$ cat src/rtl/if_fetch_unit_pkg.sv
// Shared types and constants for the instruction fetch front end.
package if_fetch_unit_pkg;

  typedef enum logic [1:0] {
    IDLE = 2'd0,
    REQ  = 2'd1,
    KILL = 2'd2
  } fetch_state_e;

  localparam logic [31:0] NOP_INST = 32'h0000_0000;
  localparam logic [31:0] PC_STEP  = 32'd4;

  typedef struct packed {
    logic [31:0] pc;
    logic [31:0] inst;
  } fetch_entry_t;

endpackage

$ cat src/rtl/if_fetch_unit_fetch_queue.sv
// Small synchronous FIFO of fetched {pc, inst} pairs; head is presented from registers.
module if_fetch_unit_fetch_queue
  import if_fetch_unit_pkg::*;
#(
  parameter  int unsigned DEPTH = 2,
  localparam int unsigned PTR_W = $clog2(DEPTH),
  localparam int unsigned CNT_W = PTR_W + 1
) (
  input  logic             clk_i,
  input  logic             rst_i,
  input  logic             push_i,
  input  fetch_entry_t     entry_i,
  input  logic             pop_i,
  input  logic             clear_i,
  output logic [CNT_W-1:0] count_o,
  output logic             head_valid_o,
  output fetch_entry_t     head_o
);

  fetch_entry_t     mem_q [DEPTH];
  fetch_entry_t     mem_d [DEPTH];
  logic [PTR_W-1:0] wr_ptr_q, wr_ptr_d;
  logic [PTR_W-1:0] rd_ptr_q, rd_ptr_d;
  logic [CNT_W-1:0] count_q, count_d;
  logic             head_valid_q, head_valid_d;
  fetch_entry_t     head_q, head_d;

  // Next-state of storage and pointers; head is looked up from the post-edge view.
  always_comb begin
    mem_d    = mem_q;
    wr_ptr_d = wr_ptr_q;
    rd_ptr_d = rd_ptr_q;
    count_d  = count_q;
    if (clear_i) begin
      wr_ptr_d = '0;
      rd_ptr_d = '0;
      count_d  = '0;
    end else begin
      if (push_i) begin
        mem_d[wr_ptr_q] = entry_i;
        wr_ptr_d        = wr_ptr_q + PTR_W'(1);
      end
      if (pop_i) begin
        rd_ptr_d = rd_ptr_q + PTR_W'(1);
      end
      count_d = count_q + CNT_W'(push_i) - CNT_W'(pop_i);
    end
    head_valid_d = (count_d != '0);
    head_d       = head_valid_d ? mem_d[rd_ptr_d] : '{pc: 32'h0, inst: NOP_INST};
  end

  always_ff @(posedge clk_i) begin
    mem_q <= mem_d;
  end

  always_ff @(posedge clk_i or negedge rst_i) begin
    if (!rst_i) begin
      wr_ptr_q     <= '0;
      rd_ptr_q     <= '0;
      count_q      <= '0;
      head_valid_q <= 1'b0;
      head_q       <= '{pc: 32'h0, inst: NOP_INST};
    end else begin
      wr_ptr_q     <= wr_ptr_d;
      rd_ptr_q     <= rd_ptr_d;
      count_q      <= count_d;
      head_valid_q <= head_valid_d;
      head_q       <= head_d;
    end
  end

  assign count_o      = count_q;
  assign head_valid_o = head_valid_q;
  assign head_o       = head_q;

endmodule

$ cat src/rtl/if_fetch_unit.sv
// Instruction fetch front end: owns the PC, runs req/ack fetches and feeds the IF/ID stage.
module if_fetch_unit
  import if_fetch_unit_pkg::*;
#(
  parameter int unsigned DEPTH    = 2,
  parameter logic [31:0] RESET_PC = 32'h0000_0000
) (
  input  logic        clk_i,
  input  logic        rst_i,
  output logic        imem_req_o,
  output logic [31:0] imem_addr_o,
  input  logic        imem_ack_i,
  input  logic [31:0] imem_data_i,
  input  logic        hazard_i,
  input  logic        flush_i,
  input  logic [31:0] target_i,
  output logic        valid_o,
  output logic [31:0] pc_o,
  output logic [31:0] inst_o
);

  localparam int unsigned CNT_W = $clog2(DEPTH) + 1;

  fetch_state_e     state_q, state_d;
  logic [31:0]      fetch_pc_q, fetch_pc_d;
  logic             req_q, req_d;
  logic [31:0]      addr_q, addr_d;
  logic             ack, push, pop, space;
  logic [CNT_W-1:0] count, count_next;
  logic             head_valid;
  fetch_entry_t     head;

  // Handshake, queue control and the space rule for issuing the next request.
  always_comb begin
    ack        = req_q & imem_ack_i;
    pop        = head_valid & ~hazard_i & ~flush_i;
    push       = (state_q == REQ) & ack & ~flush_i;
    count_next = count + CNT_W'(push) - CNT_W'(pop);
    space      = (count_next < CNT_W'(DEPTH));
  end

  always_ff @(posedge clk_i or negedge rst_i) begin
    if (!rst_i) begin
      state_q    <= IDLE;
      fetch_pc_q <= RESET_PC;
      req_q      <= 1'b0;
      addr_q     <= 32'h0;
    end else begin
      state_q    <= state_d;
      fetch_pc_q <= fetch_pc_d;
      req_q      <= req_d;
      addr_q     <= addr_d;
    end
  end

  // Flush redirects the PC and turns an unfinished request into one whose data is dropped.
  always_comb begin
    state_d    = state_q;
    fetch_pc_d = fetch_pc_q;
    if (flush_i) begin
      fetch_pc_d = target_i & ~32'h3;
      if (state_q != IDLE) begin
        state_d = ack ? IDLE : KILL;
      end
    end else begin
      unique case (state_q)
        IDLE: if (space) state_d = REQ;
        REQ: begin
          if (ack) begin
            fetch_pc_d = fetch_pc_q + PC_STEP;
            state_d    = space ? REQ : IDLE;
          end
        end
        KILL:    if (ack) state_d = IDLE;
        default: state_d = IDLE;
      endcase
    end
  end

  // Address only moves when a fresh request starts; it is held while one is pending.
  always_comb begin
    req_d  = (state_d != IDLE);
    addr_d = addr_q;
    if ((state_d == REQ) && ((state_q != REQ) || ack)) begin
      addr_d = fetch_pc_d;
    end
  end

  if_fetch_unit_fetch_queue #(.DEPTH(DEPTH)) u_queue (
    .clk_i       (clk_i),
    .rst_i       (rst_i),
    .push_i      (push),
    .entry_i     ('{pc: fetch_pc_q, inst: imem_data_i}),
    .pop_i       (pop),
    .clear_i     (flush_i),
    .count_o     (count),
    .head_valid_o(head_valid),
    .head_o      (head)
  );

  assign imem_req_o  = req_q;
  assign imem_addr_o = addr_q;
  assign valid_o     = head_valid;
  assign pc_o        = head.pc;
  assign inst_o      = head.inst;

endmodule

$ cat config.mk
export PLATFORM = sky130hd
export DESIGN_NAME = if_fetch_unit
export DESIGN_NICKNAME = d
export VERILOG_FILES = /design/src/rtl/if_fetch_unit_pkg.sv /design/src/rtl/if_fetch_unit_fetch_queue.sv /design/src/rtl/if_fetch_unit.sv
export SDC_FILE = /design/constraint.sdc
export NUM_CORES = 1
export LEC_CHECK = 0
export CAP_MARGIN = 20
export CORE_ASPECT_RATIO = 0.8
export CORE_MARGIN = 5
export CORE_UTILIZATION = 23
export CTS_CLUSTER_SIZE = 25
export DETAILED_ROUTE_END_ITERATION = 8
export SLEW_MARGIN = 15
export SYNTH_ARGS = -nofsm -noshare
export SYNTH_HDL_FRONTEND = slang
export SYNTH_SLANG_ARGS = --single-unit
$ cat constraint.sdc
create_clock -name clk_i -period 6.75 [get_ports clk_i]
set_input_delay 1.35 -clock clk_i [delete_from_list [all_inputs] [get_ports clk_i]]
set_output_delay 1.35 -clock clk_i [all_outputs]
set_load 0.01 [all_outputs]
==> flow_summary_export.csv <==
group,metric,value,unit
cells_and_area,final_nets,1000,
run,cap_violations,0,
pwr,p_per_area,362,nW/um^2
floorplanning,core_area,43100,um^2
clocking,clk_latency,0.55,ns
sta,fin_hold_ws,0.460,ns
yosys,synth_cells,764,
global_route,grt-ovfl-total,0,
sta,worst_pin_slew,0.961,ns
worst_setup_path,crit_arrival,4.28,ns
yosys,synth_area_per_cell,13.1,um^2
outcome,status,"complete, no violations",
worst_setup_path,end_kind,"register",
cells_and_area,antenna-diode-count,0,
cells_and_area,areaGrowthSynthToFinish,31.8,%
drt,detail-route-antenna-nets,0,
min_path,min_path_type,"register to register",
yosys,yosys.area.top_type,"dfrtp_1",
clocking,ctsHoldBuffers,0,
floorplanning,die_w,243,um
sta,finalHoldViolations,0,
yosys,ys.flop_type,"dfrtp_1",
pwr,power,4.79,mW
global_route,grt_usage,10.6,%
sta,fin_crit_sh,57.1,%
yosys,yosysMostFrequentCell,"mux2_2",
worst_setup_path,rr_worst_depth,9,
yosys,synth_top_area_share,33.9,%
yosys,syn_nets,836,
drt,avgViaCountPerCell,4.17,
floorplanning,die-area,47900,um^2
yosys,ys_top_cells_by_count,"mux2_2, dfrtp_1, dfxtp_1",
clocking,clkTransAtPathRegs,0.06,ns
yosys,synth_warnings,0,
worst_setup_path,required,7.17,ns
place,routabilityCongestion,0.703,
clocking,root_buffer,"clkbuf_16",
clocking,cts_tree,"yes",
pwr,ir_drop,0.175,mV
yosys,synth_edf_count,0,
cells_and_area,ff_latch_area,5970,um^2
worst_setup_path,r2r_end,"imem_addr_o[18]$_DFFE_PN0P_",
clocking,clock_sinks,264,
sta,drv_slew,0,
min_path,hold_end,"u_queue.mem_q[113]$_DFF_P_",
worst_setup_path,cp-start-kind,"primary input",
sta,rsz0062_at_grt,"false",
drt,drtIter0Drc,263,
clocking,clockBufferDepth,3,
yosys,yosys-top-cells-area,"dfrtp_1, dfxtp_1, mux2_2",
sta,slew_headroom,35.8,%
clocking,post_cts_buffers,0,
sta,max_freq,0.259,GHz
yosys,syn_area,10000,um^2
global_route,grt_max_degree,109,
drt,route.detailed.drc,0,
global_route,grt_pass1_vias,6770,
floorplanning,io-pin-count,167,
sta,clock_skew,0.0120,ns
drt,wl_per_cell,17.0,um
min_path,holdPathStages,1,
sta,setup-violations-final,0,
cells_and_area,drive_gt1_share,24.0,%
worst_setup_path,path_class,"primary input to register",
floorplanning,initial_utilization,23.2,%
floorplanning,die_h,197,um
worst_setup_path,reg2reg_setup_slack,3.75,ns
yosys,yosysUniqueCellTypes,35,
min_path,worstHoldStart,"u_queue.mem_q[113]$_DFF_P_",
cells_and_area,fill_cells,4336,
global_route,grt_pass1_wl,40400,um
clocking,h-tree-depth,1,
floorplanning,num_rows,68,
drt,firstDrtPassIters,4,
cells_and_area,multi_input_area,3850,um^2
drt,vias,6282,
sta,fin_crit,3.86,ns
global_route,antenna_found_initial,3,
sta,fin_setup_tns,0,ns
yosys,synthArstFlopShare,51.5,%
worst_setup_path,reg2reg_from,"u_queue.head_valid_o$_DFF_PN0_",
clocking,cts_buffers,29,
clocking,cts_resized,0,
place,hpwl,17400,um
drt,routed_wl,25700,um
worst_setup_path,cp_max_fo,36,
yosys,ys_seq_area_share,59.5,%
pwr,leakage,5.28,nW
place,portBuffers,164,
yosys,ys_seq_elements,264,
-- report_power, final --
| group | internal, mW | switching [mW] |
|---|---|---|
| Combinational | 0.643 | 0.489 |
| Sequential | 1.99 | 0.164 |
| Clock | 0.875 | 0.626 |
| Total | 3.51 | 1.28 |
-- stage by stage --
step	util, %	area, um^2	cells	setup WS (ns)
2_1_floorplan	-	10000	764	2.48
3_3_place_gp	28.4	12300	1455	2.20
3_5_place_dp	28.5	12300	1456	2.22
4_1_cts	30.6	13200	1506	2.80
5_1_grt	30.6	13200	1507	2.66
6_report	30.6	13200	1507	2.89
-- worst max path at each step --
stage               startpoint                      endpoint  slack (ns)  cells past startpoint
floorplan              flush_i   imem_addr_o[29]$_DFFE_PN0P_        2.48                     13
global placement      hazard_i   imem_addr_o[26]$_DFFE_PN0P_        2.20                     10
detailed placement    hazard_i   imem_addr_o[27]$_DFFE_PN0P_        2.22                     10
CTS                   hazard_i   imem_addr_o[18]$_DFFE_PN0P_        2.80                     10
global route          hazard_i  u_queue.head_o[14]$_DFF_PN0_        2.66                     12
finish                hazard_i   imem_addr_o[18]$_DFFE_PN0P_        2.89                     10
-- state kept, by name, indices dropped and copies added (netlist names) --
signal                flops
imem_req_o                1
fetch_pc_q               32
u_queue.count_o           2
imem_addr_o              32
u_queue.head_o           64
u_queue.head_valid_o      1
u_queue.wr_ptr_q          1
state_q                   2
u_queue.rd_ptr_q          1
u_queue.mem_q           128
-- routing by layer --
metal | wire length (um) | share of wire [%] | vias up | GRT usage (%)
met5 | 38 | 0.15 | - | 0
met4 | 461 | 1.8 | 6 | 1.97
met3 | 2240 | 8.7 | 33 | 4.39
met2 | 11000 | 43 | 154 | 16.2
met1 | 11900 | 46 | 3140 | 14.2
li1 | - | - | 2949 | -
-- critical path: stages --
cell and delay (ns):
clkdlybuf4s50_1 0.40, nor2b_1 0.21, nor2b_1 0.21, ha_1 0.25, inv_1 0.06, ha_1 0.15, xor2_1 0.17, xnor2_1 0.19
and3_2 0.86, mux2_2 0.42
-- cells in the final DEF, fill, tap and decap left out, types with 3 or more instances in the layout --
cell type	Yosys	layout
o21ai_0	6	6
dfxtp_1	128	128
nor3_1	5	5
clkbuf_1	15	8
nor2_1	80	78
nor2b_1	5	5
mux2_2	159	159
a21oi_1	11	11
nor4_2	3	3
mux2i_1	65	65
buf_4	6	8
and3_1	6	5
dfrtp_1	136	136
mux2_1	18	18
xor2_1	12	12
inv_1	7	7
and2_1	5	5
nand4_1	12	12
nand2_1	16	16
nand3_1	11	11
xnor2_1	20	20
and4_1	3	3
ha_1	3	3
clkdlybuf4s50_1	0	162
clkbuf_16	0	29
clkbuf_8	0	8
-- logic make-up (layout without fill, tap and decap cells) --
family | Yosys count | count (layout) | synth area share [%]
muxes | 242 | 242 | 26.4
AOI/OAI and AO/OA | 18 | 18 | 0.923
DFF | 264 | 264 | 59.5
xor gates and xnor gates | 32 | 32 | 2.79
buffers and inverters | 49 | 232 | 2.35
and+or+nand+nor | 156 | 156 | 7.71
adders and majority gates | 3 | 3 | 0.374
-- cell type report --
| type | instances | area share, % |
|---|---|---|
| sequential | 264 | 45.1 |
| clock inverter | 5 | 0.275 |
| tap | 560 | 5.30 |
| timing repair buffer | 175 | 13.4 |
| clock buffer | 45 | 6.55 |
| multi-input combinational | 451 | 29.1 |
| inverter | 7 | 0.199 |
(Power assumes the default switching activity.)
